[config.mk]
export PLATFORM = sky130hd
export DESIGN_NAME = lzc_normalizer
export DESIGN_NICKNAME = d
export VERILOG_FILES = /design/src/rtl/lzc_normalizer.sv
export SDC_FILE = /design/constraint.sdc
export NUM_CORES = 1
export LEC_CHECK = 0
export ABC_AREA = 1
export ABC_CLOCK_PERIOD_IN_PS = 7300
export BUFFER_PORTS_ARGS = -buffer_cell sky130_fd_sc_hd__buf_2
export CELL_PAD_IN_SITES_DETAIL_PLACEMENT = 1
export CELL_PAD_IN_SITES_GLOBAL_PLACEMENT = 2
export CORE_MARGIN = 5
export CORE_UTILIZATION = 30
export DETAILED_ROUTE_END_ITERATION = 8
export GPL_TIMING_DRIVEN = 0
export HOLD_SLACK_MARGIN = 0.02
export PLACE_DENSITY = 0.95
export SYNTH_ARGS = -nofsm -noshare
export SYNTH_HDL_FRONTEND = slang
export SYNTH_SLANG_ARGS = --single-unit
export TNS_END_PERCENT = 20
[constraint.sdc]
create_clock -name clk -period 7.3 [get_ports clk]
set_input_delay 1.46 -clock clk [delete_from_list [all_inputs] [get_ports clk]]
set_output_delay 1.46 -clock clk [all_outputs]
set_load 0.01 [all_outputs]
[src/rtl/lzc_normalizer.sv]
// Normaliser after leading-one detection: left-shifts a word by its leading-zero count
// using an iterative log-shifter (one binary stage per clock) with valid/ready on both sides.
module lzc_normalizer #(
  parameter int DATA_W = 32,
  parameter int CNT_W  = 6
) (
  input  logic              clk,
  input  logic              rst,
  input  logic              in_valid,
  output logic              in_ready,
  input  logic [DATA_W-1:0] data_in,
  input  logic [CNT_W-1:0]  lzc_in,
  output logic              out_valid,
  input  logic              out_ready,
  output logic [DATA_W-1:0] data_out,
  output logic [CNT_W-1:0]  lzc_out,
  output logic              zero_out,
  output logic              norm_ok
);

  localparam int NSTG   = $clog2(DATA_W);
  localparam int STEP_W = $clog2(NSTG + 1);

  typedef enum logic [1:0] {
    S_IDLE  = 2'd0,
    S_SHIFT = 2'd1,
    S_DONE  = 2'd2
  } state_t;

  state_t              r_state;
  state_t              w_state_nxt;
  logic [STEP_W-1:0]   r_step;
  logic [DATA_W-1:0]   r_data;
  logic [CNT_W-1:0]    r_lzc;
  logic                r_zero;

  logic                w_zero_in;
  logic                w_last;
  logic [STEP_W-1:0]   w_idx;
  logic [DATA_W-1:0]   w_shifted;

  // One log-shifter stage: shift by 2^idx when enabled, zeros enter at the LSB.
  function automatic logic [DATA_W-1:0] stage_shift(input logic [DATA_W-1:0] d,
                                                   input logic [STEP_W-1:0] idx,
                                                   input logic              en);
    logic [DATA_W-1:0] res;
    res = d;
    if (en) res = d << (32'd1 << idx);
    return res;
  endfunction

  // Counts of DATA_W and above (including out-of-range codes) mean an all-zero word.
  assign w_zero_in = ({1'b0, lzc_in} >= (CNT_W + 1)'(DATA_W));
  assign w_idx     = STEP_W'(NSTG - 1) - r_step;
  assign w_last    = (r_step == STEP_W'(NSTG - 1));
  assign w_shifted = stage_shift(r_data, w_idx, r_lzc[w_idx]);

  assign in_ready  = (r_state == S_IDLE);
  assign out_valid = (r_state == S_DONE);
  assign data_out  = r_data;
  assign lzc_out   = r_lzc;
  assign zero_out  = r_zero;
  assign norm_ok   = r_data[DATA_W-1] & ~r_zero;

  always_comb begin
    w_state_nxt = r_state;
    case (r_state)
      S_IDLE:  if (in_valid)  w_state_nxt = w_zero_in ? S_DONE : S_SHIFT;
      S_SHIFT: if (w_last)    w_state_nxt = S_DONE;
      S_DONE:  if (out_ready) w_state_nxt = S_IDLE;
      default:                w_state_nxt = S_IDLE;
    endcase
  end

  always_ff @(posedge clk) begin
    if (rst) r_state <= S_IDLE;
    else     r_state <= w_state_nxt;
  end

  // Capture on acceptance, then one shifter stage per SHIFT cycle, largest stage first.
  always_ff @(posedge clk) begin
    if (rst) begin
      r_step <= '0;
      r_data <= '0;
      r_lzc  <= '0;
      r_zero <= 1'b0;
    end else begin
      case (r_state)
        S_IDLE: begin
          if (in_valid) begin
            r_data <= w_zero_in ? '0 : data_in;
            r_lzc  <= lzc_in;
            r_zero <= w_zero_in;
            r_step <= '0;
          end
        end
        S_SHIFT: begin
          r_data <= w_shifted;
          r_step <= r_step + 1'b1;
        end
        default: ;
      endcase
    end
  end

endmodule

==> key figures <==
Floorplanning
  • Effective utilization at floorplan: 30.3%
  • Width of the die: 122 um
  • Floorplan die area: 15000 um2
  • Die extent in y: 122 um
  • Standard-cell row count: 41
  • Core outline area: 12500 um2
  • I/O pin total: 84

Synthesis
  • Mapped Area: 3800 um2
  • Mean cell area of the mapped netlist: 5.65 um2
  • Number of nets produced by synthesis: ~720
  • Synthesized instance count: 672
  • Cell accounting for the most synthesized area: sky130_fd_sc_hd__dfxtp_1
  • EDFF count, synth: 0
  • Synth cell count leaders: 174 x sky130_fd_sc_hd__nand2_1, 172 x sky130_fd_sc_hd__nand3_1, 69 x sky130_fd_sc_hd__a21oi_1
  • Fraction of registers with async set/reset: 0%
  • Share of Yosys cell area claimed by the top area cell type: 23.2%
  • Number of distinct library cells after synthesis: 23
  • Most used standard cell by instance count after synthesis: sky130_fd_sc_hd__nand2_1
  • Predominant post-synthesis flop cell: sky130_fd_sc_hd__dfxtp_1
  • Synthesis Warnings: 0
  • Ranking of synthesized cells by area: sky130_fd_sc_hd__dfxtp_1 23%, sky130_fd_sc_hd__nand3_1 23%, sky130_fd_sc_hd__nand2_1 17%, sky130_fd_sc_hd__a21oi_1 9.1%, sky130_fd_sc_hd__o21ai_0 6.1%
  • Sequential share of the synthesized area: 23.2%
  • Seq cells post-synth: 44

Timing
  • Endpoints failing hold: 0
  • Final Cycle Share: 43.7%
  • Setup repair after global routing missed its margin: false
  • Final Hold Slack: between 400 and 500 ps
  • Post-route setup slack: around 4100 ps
  • Final critical-path required period: between 3000 and 4000 ps
  • Actual slew at the worst max-slew pin: ~690 ps
  • Achievable frequency: 0.313 GHz
  • Max_slew headroom: 53.7%
  • Count of pins over their slew limit: 0
  • Fin Clk Skew: 7.04 ps
  • Setup violation total in the final timing report: 0
  • Accumulated negative setup slack: 0 ps

Clock tree
  • Clock slew seen by the registers of the worst setup and hold paths: roughly 70 ps
  • Num CTS Buffers: 5
  • Quantity of gates resized following cts: 0
  • Number of buffers inserted by hold repair at cts: 0
  • Library cell used as clock root buffer: sky130_fd_sc_hd__clkbuf_16
  • Skew-Pair Late Insertion Delay: 300 ps
  • Post-CTS setup buffer count: 0
  • CTS HTree Levels: 2
  • Sinks on the clock net: 44
  • Longest Clk Path Bufs: 2
  • TritonCTS clock tree: built

Pwr
  • Switching share of power: a little under 50%
  • Clock Power Share: 20.7%
  • Combinational share of power: 53.7%
  • Leakage power summed over all cells: 2.17 nW
  • Net switching power: 656 uW
  • Highest ir drop seen on vdd: 0.000102 V
  • Reg power frac: between 20% and 30%
  • P per Cell Area: 292 nW/um2
  • Pint: 686 uW

Critical path
  • Register-to-Register Setup Slack: 4110 ps
  • Worst reg2reg path startpoint: r_step[0]
  • Arrival time at the worst endpoint: around 3400 ps
  • Max stage delay cell, worst path: sky130_fd_sc_hd__dfxtp_1
  • Category of the worst setup path launch point: flip-flop
  • Cell family contributing the most delay on the critical path: buffers and inverters
  • Number of buffer and inverter instances along the worst setup path: 4
  • Category of the most critical setup path: reg -> reg
  • Worst Path Required: around 7500 ps
  • Number of cells traversed by the worst register-to-register path: 12
  • Worst path cell trace: inv_1 > ha_1 > ha_1 > inv_2 > nand2_1 > inv_2 > clkbuf_1 > nand3_1 > nand3_1 > nand2_1 > o21ai_1 > a21oi_1
  • Reg-to-Reg End: data_out[17]
  • Critical path capture point type: flip-flop
  • Worst Path Max Fanout: 10
  • Peak per-stage delay on the critical path: 510 ps

Min path
  • Min-Delay Startpoint: zero_out
  • Worst hold path stage count: 2
  • Worst hold path type: reg -> reg
  • Endpoint of the worst hold path: zero_out

Outcome
  • Status: completed

Layout
  • Nets@finish: 811
  • Fillcell total: 1785
  • Fraction of layout cells with a size suffix above 1: 16.4%
  • Core Util, Final: a little under two fifths
  • Final design area excluding fillers: 4600 um2
  • Area added between synthesis and finish: 21.2%
  • Diodes inserted: 0

Drt
  • Number of DRC violations after detailed routing: 0
  • DRT antenna net count: 0
  • Number of vias in the routed layout: 5179
  • Average routed wire per standard cell: ~20 um
  • 1st-pass router iterations: 5
  • Total wirelength of the detailed-routed design: 18800 um
  • Post-detailed-route via-to-cell ratio: between 5 and 6
  • Starting DRC count in detailed routing: just under 400

Global route
  • Number of antenna violations at the first check in global routing: 0
  • Total routing usage reported by global routing: about 25%
  • Global route total overflow: 0
  • First-pass GRT wire length: 29000 um
  • Maximum number of pins on one net before global-route repair: 15
  • Number of global-route vias before repair: 5235

Flow run
  • Max Cap Violations: 0

Place
  • GP Congestion: 0.995
  • Estimated wirelength of the detail-placed design: 15100 um
  • Placed Instance Area: around 4400 um2
  • Placement-stage worst setup slack: 4140 ps
  • Number of input and output port buffers inserted: 82
-- sequential cells by signal, indices dropped and copies added, names as in the netlist --
register	flops
data_out	32
r_state	2
lzc_out	6
zero_out	1
r_step	3
-- worst register-to-register path: cells and delay by family, from the launching register on --
family,cells,cell delay (ps)
AO/OA/AOI/OAI,2,380
adder cells (fa/ha/maj),2,620
buffers and inverters,4,960
flip-flops,1,510
AND/OR/NAND/NOR,4,600
-- cell families (layout without fill, tap and decap cells) --
group | Yosys count | count (layout) | synth area share [%]
AO/OA/AOI/OAI | 132 | 132 | 17.9
flip-flops | 44 | 44 | 23.2
AND/OR/NAND/NOR | 416 | 416 | 48.3
buffers and inverters | 72 | 162 | 7.91
adder cells (fa/ha/maj) | 8 | 8 | 2.64
-- stage by stage --
stage | power, mW | instances
final | 1.34 | 934
after global routing | 1.43 | 934
after CTS | 1.33 | 934
after detailed placement | 1.05 | 926
after global placement | 1.03 | 926
after floorplan | 0.796 | 672
-- cell type report --
type                            count  area (um2)  area share (%)
Buffer                             41         179            3.89
Clock buffer                        6         139            3.02
Clock inverter                      2        38.8           0.843
Inverter                           31         121            2.64
Multi-Input combinational cell    556        2620            56.9
Sequential cell                    44         881            19.2
Tap cell                          172         215            4.68
Timing Repair Buffer               82         410            8.92
-- worst max-delay path by stage --
stage / startpoint / cells after the start / slack (ps) / end
floorplan: r_step[0] / 15 / 5010 / data_out[29]
global placement: r_step[0] / 12 / 4120 / data_out[17]
detailed placement: r_step[0] / 12 / 4140 / data_out[17]
CTS: r_step[0] / 12 / 4120 / data_out[17]
global route: r_step[0] / 12 / 3920 / data_out[17]
finish: r_step[0] / 12 / 4110 / data_out[17]
-- cell usage in the layout, fill, tap and decap left out, types with 5 or more instances in the layout --
cell type                   Yosys  routed
sky130_fd_sc_hd__a21oi_1       69      69
sky130_fd_sc_hd__buf_1          6       6
sky130_fd_sc_hd__buf_2         20     102
sky130_fd_sc_hd__clkbuf_1      15      15
sky130_fd_sc_hd__clkbuf_16      0       5
sky130_fd_sc_hd__dfxtp_1       44      44
sky130_fd_sc_hd__ha_1           8       8
sky130_fd_sc_hd__inv_1         23      23
sky130_fd_sc_hd__inv_2          6       6
sky130_fd_sc_hd__nand2_1      174     174
sky130_fd_sc_hd__nand3_1      172     172
sky130_fd_sc_hd__nand4_1        8       8
sky130_fd_sc_hd__nor2_1        52      52
sky130_fd_sc_hd__nor3_1         5       5
sky130_fd_sc_hd__o21ai_0       46      46
sky130_fd_sc_hd__o21ai_1       13      13
-- routing by layer --
metal,wire length [um],global-route usage (%)
met1,8270,33.1
met5,0,0
met3,1220,4.19
met2,8710,42.0
met4,565,8.61
-- power by group through the flow --
stage	logic [mW]	registers, mW	clock network (mW)
global placement	0.688	0.347	0
global route	0.794	0.351	0.289
detailed placement	0.705	0.348	0
finish	0.720	0.345	0.277
floorplan	0.442	0.354	0
CTS	0.709	0.343	0.278
Power figures use the tool's default switching activity.
